<file path="config.mk">
export PLATFORM = sky130hd
export DESIGN_NAME = fsk_modulator_stream_flat
export DESIGN_NICKNAME = d
export VERILOG_FILES = /design/src/rtl/fsk_modulator_stream_if.sv /design/src/rtl/fsk_modulator_stream.sv /design/src/flat_wrapper.sv
export SDC_FILE = /design/constraint.sdc
export NUM_CORES = 1
export LEC_CHECK = 0
export BUFFER_PORTS_ARGS = -buffer_cell sky130_fd_sc_hd__clkbuf_2
export CAP_MARGIN = 15
export CORE_MARGIN = 2
export CORE_UTILIZATION = 45
export DETAILED_ROUTE_END_ITERATION = 10
export PLACE_DENSITY = 0.77
export SETUP_SLACK_MARGIN = 0.4
export SKIP_CTS_REPAIR_TIMING = 1
export SYNTH_ARGS = -nofsm -noshare
export SYNTH_HDL_FRONTEND = slang
export SYNTH_SLANG_ARGS = --single-unit
</file>
<file path="constraint.sdc">
create_clock -name FSK_clk -period 2.4 [get_ports FSK_clk]
set_clock_uncertainty 0.15 [all_clocks]
set_input_delay 0.24 -clock FSK_clk [delete_from_list [all_inputs] [get_ports FSK_clk]]
set_output_delay 0.24 -clock FSK_clk [all_outputs]
set_load 0.005 [all_outputs]
</file>
<file path="src/rtl/fsk_modulator_stream_if.sv">
// Word-level valid/ready channel feeding the FSK modulator.
interface fsk_modulator_stream_if #(
  parameter int WORD_W = 14
);
  logic              word_valid;
  logic [WORD_W-1:0] word_in;
  logic              word_ready;

  modport master (output word_valid, output word_in, input word_ready);
  modport slave  (input word_valid, input word_in, output word_ready);
endinterface

</file>
<file path="src/rtl/fsk_modulator_stream.sv">
// Binary-FSK modulator: serialises a codeword and emits a square-wave tone per bit,
// fast tone for mark ('1'), slow tone for space ('0'), with gapless word streaming.
module fsk_modulator_stream #(
  parameter int WORD_W          = 14,
  parameter int SAMPLES_PER_BIT = 16,
  parameter int DIV_MARK        = 1,
  parameter int DIV_SPACE       = 2,
  parameter int MSB_FIRST       = 0,
  localparam int BIDX_W = (WORD_W > 1) ? $clog2(WORD_W) : 1
) (
  input  logic                   FSK_clk,
  input  logic                   reset_n,
  fsk_modulator_stream_if.slave  word_if,
  output logic                   fsk,
  output logic                   busy,
  output logic                   bit_out,
  output logic [BIDX_W-1:0]      bit_idx,
  output logic                   frame_done
);

  localparam int SCNT_W  = $clog2(SAMPLES_PER_BIT);
  localparam int DIV_MAX = (DIV_MARK > DIV_SPACE) ? DIV_MARK : DIV_SPACE;
  localparam int TCNT_W  = (DIV_MAX > 1) ? $clog2(DIV_MAX) : 1;

  typedef enum logic {
    IDLE,
    SEND
  } state_e;

  state_e              state_q, state_d;
  logic [WORD_W-1:0]   word_q, word_d;
  logic [SCNT_W-1:0]   scnt_q, scnt_d;
  logic [BIDX_W-1:0]   bidx_q, bidx_d;
  logic [TCNT_W-1:0]   tcnt_q, tcnt_d;
  logic                fsk_q, fsk_d;
  logic                frame_done_q, frame_done_d;

  logic [BIDX_W-1:0]   sel;
  logic                cur_bit;
  logic [TCNT_W-1:0]   div_last;
  logic                bit_end;
  logic                last_sample;
  logic                ready;

  // Bit selection and tone divider limit for the bit currently on air.
  always_comb begin
    sel         = (MSB_FIRST != 0) ? (BIDX_W'(WORD_W - 1) - bidx_q) : bidx_q;
    cur_bit     = word_q[sel];
    div_last    = cur_bit ? TCNT_W'(DIV_MARK - 1) : TCNT_W'(DIV_SPACE - 1);
    bit_end     = (scnt_q == SCNT_W'(SAMPLES_PER_BIT - 1));
    last_sample = bit_end && (bidx_q == BIDX_W'(WORD_W - 1));
  end

  always_comb begin
    state_d      = state_q;
    word_d       = word_q;
    scnt_d       = scnt_q;
    bidx_d       = bidx_q;
    tcnt_d       = tcnt_q;
    fsk_d        = fsk_q;
    frame_done_d = 1'b0;
    ready        = 1'b0;

    unique case (state_q)
      IDLE: begin
        ready = 1'b1;
        if (word_if.word_valid) begin
          word_d  = word_if.word_in;
          scnt_d  = '0;
          bidx_d  = '0;
          tcnt_d  = '0;
          state_d = SEND;
        end
      end

      SEND: begin
        if (tcnt_q == div_last) begin
          fsk_d  = ~fsk_q;
          tcnt_d = '0;
        end else begin
          tcnt_d = tcnt_q + 1'b1;
        end

        // The tone phase carries across bit and word boundaries; only the divider restarts.
        if (bit_end) begin
          scnt_d = '0;
          tcnt_d = '0;
          if (last_sample) begin
            ready        = 1'b1;
            frame_done_d = 1'b1;
            bidx_d       = '0;
            if (word_if.word_valid) begin
              word_d  = word_if.word_in;
              state_d = SEND;
            end else begin
              state_d = IDLE;
            end
          end else begin
            bidx_d = bidx_q + 1'b1;
          end
        end else begin
          scnt_d = scnt_q + 1'b1;
        end
      end

      default: state_d = IDLE;
    endcase
  end

  always_ff @(posedge FSK_clk or negedge reset_n) begin
    if (!reset_n) begin
      state_q      <= IDLE;
      word_q       <= '0;
      scnt_q       <= '0;
      bidx_q       <= '0;
      tcnt_q       <= '0;
      fsk_q        <= 1'b0;
      frame_done_q <= 1'b0;
    end else begin
      state_q      <= state_d;
      word_q       <= word_d;
      scnt_q       <= scnt_d;
      bidx_q       <= bidx_d;
      tcnt_q       <= tcnt_d;
      fsk_q        <= fsk_d;
      frame_done_q <= frame_done_d;
    end
  end

  assign word_if.word_ready = ready;
  assign fsk        = fsk_q;
  assign frame_done = frame_done_q;
  assign busy       = (state_q == SEND);
  assign bit_out    = busy && cur_bit;
  assign bit_idx    = busy ? bidx_q : '0;

endmodule

</file>
<file path="src/flat_wrapper.sv">
// flat-port wrapper written by rule: the top's interface ports become plain ports
module fsk_modulator_stream_flat 
#(
  parameter int WORD_W          = 14,
  parameter int SAMPLES_PER_BIT = 16,
  parameter int DIV_MARK        = 1,
  parameter int DIV_SPACE       = 2,
  parameter int MSB_FIRST       = 0,
  localparam int BIDX_W = (WORD_W > 1) ? $clog2(WORD_W) : 1
)
  (FSK_clk, reset_n, fsk, busy, bit_out, bit_idx, frame_done, word_if_word_valid, word_if_word_in, word_if_word_ready);
  fsk_modulator_stream_if #(.WORD_W(WORD_W)) word_if_i ();
  input  logic FSK_clk;
  input  logic reset_n;
  output logic fsk;
  output logic busy;
  output logic bit_out;
  output logic [BIDX_W-1:0] bit_idx;
  output logic frame_done;
  input wire logic [$bits(word_if_i.word_valid)-1:0] word_if_word_valid;
  input wire logic [$bits(word_if_i.word_in)-1:0] word_if_word_in;
  output wire logic [$bits(word_if_i.word_ready)-1:0] word_if_word_ready;
  assign word_if_i.word_valid = word_if_word_valid;
  assign word_if_i.word_in = word_if_word_in;
  assign word_if_word_ready = word_if_i.word_ready;
  fsk_modulator_stream #(.WORD_W(WORD_W), .SAMPLES_PER_BIT(SAMPLES_PER_BIT), .DIV_MARK(DIV_MARK), .DIV_SPACE(DIV_SPACE), .MSB_FIRST(MSB_FIRST)) u_core (.FSK_clk(FSK_clk), .reset_n(reset_n), .word_if(word_if_i), .fsk(fsk), .busy(busy), .bit_out(bit_out), .bit_idx(bit_idx), .frame_done(frame_done));
endmodule
</file>
==> metrics.md <==
| Metric | Value |
|---|---|
| Row Count | `20` |
| Post-synthesis cell type count | `35` |
| Fin crit share | `91.1%` |
| First-pass GRT wire length | `4260 um` |
| Failing checks | `negative hold slack` |
| Worst Reg2Reg Path Length in Cells | `7` |
| Hold slack final | `-0.00547 ns` |
| Uppermost routed layer | `met3` |
| Total gr overflow | `0` |
| Clock sink count | `26` |
| Leak | `0.814 nW` |
| Reg2reg end | `u_core.fsk` |
| Syn. warnings | `0` |
| Drt pass-1 iters | `4` |
| R2R setup slack | `0.33 ns` |
| Final setup violation count | `0` |
| CP max FO | `4` |
| Die width | `59.3 um` |
| Die footprint | `3510 um^2` |
| # diodes | `0` |
| Fmax achieved | `0.458 GHz` |
| Avg Cell Area, Syn | `12.4 um^2` |
| CP max-delay cell | `dfrtp_2` |
| Crit path DAT | `1.80 ns` |
| Critical Path Sink Type | `output pin` |
| Met3 WL | `122 um` |
| Dpl cells | `165` |
| Final hold vios | `3` |
| Initial drt markers | `51` |
| Post-synth top area share | `47.4%` |
| Setup TNS Final | `0 ns` |
| Vias per cell | `5.37` |
| Post-synth top area cell | `dfrtp_1` |
| Worst Hold Depth | `2` |
| Non-Filler Cell Area, Final | `1650 um^2` |
| CP delay by family, top | `flip-flops` |
| Gr usage total | `15.6%` |
| Drt drc | `0` |
| Ranking of synthesized cells by area | `dfrtp_1 (47%), mux2_4 (12%), ha_1 (3.6%), mux2_2 (3.3%), mux2i_1 (2.9%)` |
| Hold Path Sink | `u_core.word_q[12]` |
| Slew at the pin with the worst max-slew slack | `0.622 ns` |
| Fraction of layout cells with a size suffix above 1 | `40.3%` |
| Die Y | `59.3 um` |
| Antenna violations before repair | `0` |
| Total wire length | `2580 um` |
| IO Count | `26` |
| Area grow syn2layout | `20.2%` |
| Post-DP HPWL | `1920 um` |
| RSZ-0062 raised after global routing | `yes` |
| Design Power | `0.688 mW` |
| Crit Path Category | `reg2out` |
| Slew margin rel. | `58.5%` |
| Min cycle time layout | `2.19 ns` |
| Routed wire per std cell | `14.6 um` |
| Worst hold start | `word_if_word_in[12]` |
| Nets | `166` |
| TritonCTS clock tree | `done` |
| Via count | `950` |
| Final antenna-violating net count | `0` |
| Cells after Synth | `111` |
| Clock-pin slew of the registers on the worst-case setup and hold paths | `0.14 ns` |
| Maximum number of pins on one net before global-route repair | `27` |
| Max incr delay on CP | `0.47 ns` |
| DP Area | `1500 um^2` |
| Post-synth top cells | `dfrtp_1 (26), mux2_4 (11), nand2_1 (10)` |
| CP cell instances | `mux2_4 > or3_1 > a41oi_2 > a311oi_2 > buf_2` |
| Post-synth EDFFs | `0` |
| Maximum root-to-sink buffer count | `2` |
| Sequential cell area fraction in the yosys report | `47.4%` |
| Clock latency on the worst-skew pair | `0.31 ns` |
| Pwr dens | `416 nW/um^2` |
| Asr flop ratio synth | `100%` |
| Required time of the critical path | `2.01 ns` |
| Total CTS buffers | `3` |
| Worst r2r src | `u_core.bidx_q[0]` |
| Max-slew violation count | `0` |
| Placer Congestion | `0.787` |
| Status | `complete, but fails checks` |
| Max-cap violations | `0` |
| Ys flop type | `dfrtp_1` |
| Cell Area, Synth | `1370 um^2` |
| CP Launch Point | `u_core.bidx_q[0]` |
| Core area | `2980 um^2` |
| Worst Hold Class | `in2reg` |
| Vias in the first global route | `962` |
| Starting Density | `46.1%` |
| Top-count cell post-synth | `dfrtp_1` |
| Non-Filler Instances | `177` |
| Buf+Inv Stages, Crit Path | `1` |
| CP Launch Type | `register` |
| Met2 Wirelength | `1320 um` |
| Clk root buf | `clkbuf_4` |
| Synth Net Count | `132` |
| # port buffers | `25` |
| IR drop worst, VDD | `0.232 mV` |
| WL met1 | `1140 um` |
| Synthesized flop and latch total | `26` |
| H-Tree Depth | `1` |
[layer usage]
layer | up-vias | GRT usage, %
met5 | - | 0
met4 | 0 | 2.92
met3 | 0 | 2.62
met2 | 21 | 28.6
met1 | 462 | 19.4
li1 | 467 | -
[where the power goes]
group / total [mW] / leakage [nW] / switching, mW / internal, mW
clock: 0.219 / 0.0210 / 0.126 / 0.0926
combinational: 0.0309 / 0.457 / 0.0140 / 0.0169
sequential: 0.438 / 0.336 / 0 / 0.438
total: 0.688 / 0.814 / 0.140 / 0.548
[logic make-up after synthesis]
group	count (synthesis)	synth area share (%)
buffers and inverters	8	4.10
muxes	20	20.1
xor gates and xnor gates	1	0.638
DFF	26	47.4
and+or+nand+nor	31	12.7
AOI/OAI and AO/OA	21	11.5
adders and majority gates	4	3.64
[state kept, by name, indices dropped and copies added (netlist names)]
name	cells
u_core.word_q	14
u_core.scnt_q	4
u_core.frame_done	1
u_core.busy	1
u_core.tcnt_q	1
u_core.fsk	1
u_core.bidx_q	4
[worst max path at each step]
stage | endpoint | slack [ns] | depth (start not counted)
floorplan | u_core.fsk | 0.40 | 8
global placement | u_core.fsk | 0.46 | 7
detailed placement | u_core.fsk | 0.37 | 7
CTS | bit_out | 0.22 | 4
global route | bit_out | 0.15 | 6
finish | bit_out | 0.21 | 5
[layout make-up]
class,instances,area [um^2]
fill,264,1330
multi-input combinational,77,686
sequential,26,654
timing repair buffer,34,223
tap,33,41.3
clock buffer,4,36.3
inverter,3,11.3
[metrics by stage]
stage / util [%] / hold slack [ns] / worst slack [ns]
floorplan: - / -0.206 / 0.395
global placement: 50.5 / 0.127 / 0.458
detailed placement: 50.5 / 0.140 / 0.367
CTS: 51.7 / -0.214 / 0.217
global route: 55.5 / -0.00216 / 0.146
finish: 55.5 / -0.00547 / 0.214
[placed cells by master (no fill, tap or decap), drive strengths merged]
cell type | synthesis | routed
dfrtp | 26 | 26
nor2 | 4 | 4
nand2 | 11 | 11
and3 | 1 | 1
a22o | 1 | 1
and2 | 3 | 3
ha | 4 | 4
nor3 | 1 | 1
o21ai | 9 | 9
mux2 | 15 | 15
a32o | 1 | 1
mux4 | 1 | 1
nand4 | 1 | 1
a41oi | 1 | 1
mux2i | 4 | 4
nand3 | 7 | 7
or3 | 2 | 2
xnor2 | 1 | 1
o31ai | 1 | 1
clkbuf | 1 | 28
a21oi | 2 | 2
a311oi | 1 | 1
dlygate4sd3 | 0 | 7
or2b | 1 | 1
a31o | 1 | 1
a2bb2oi | 1 | 1
a21o | 3 | 3
inv | 3 | 3
buf | 4 | 3
Power figures use the tool's default switching activity.
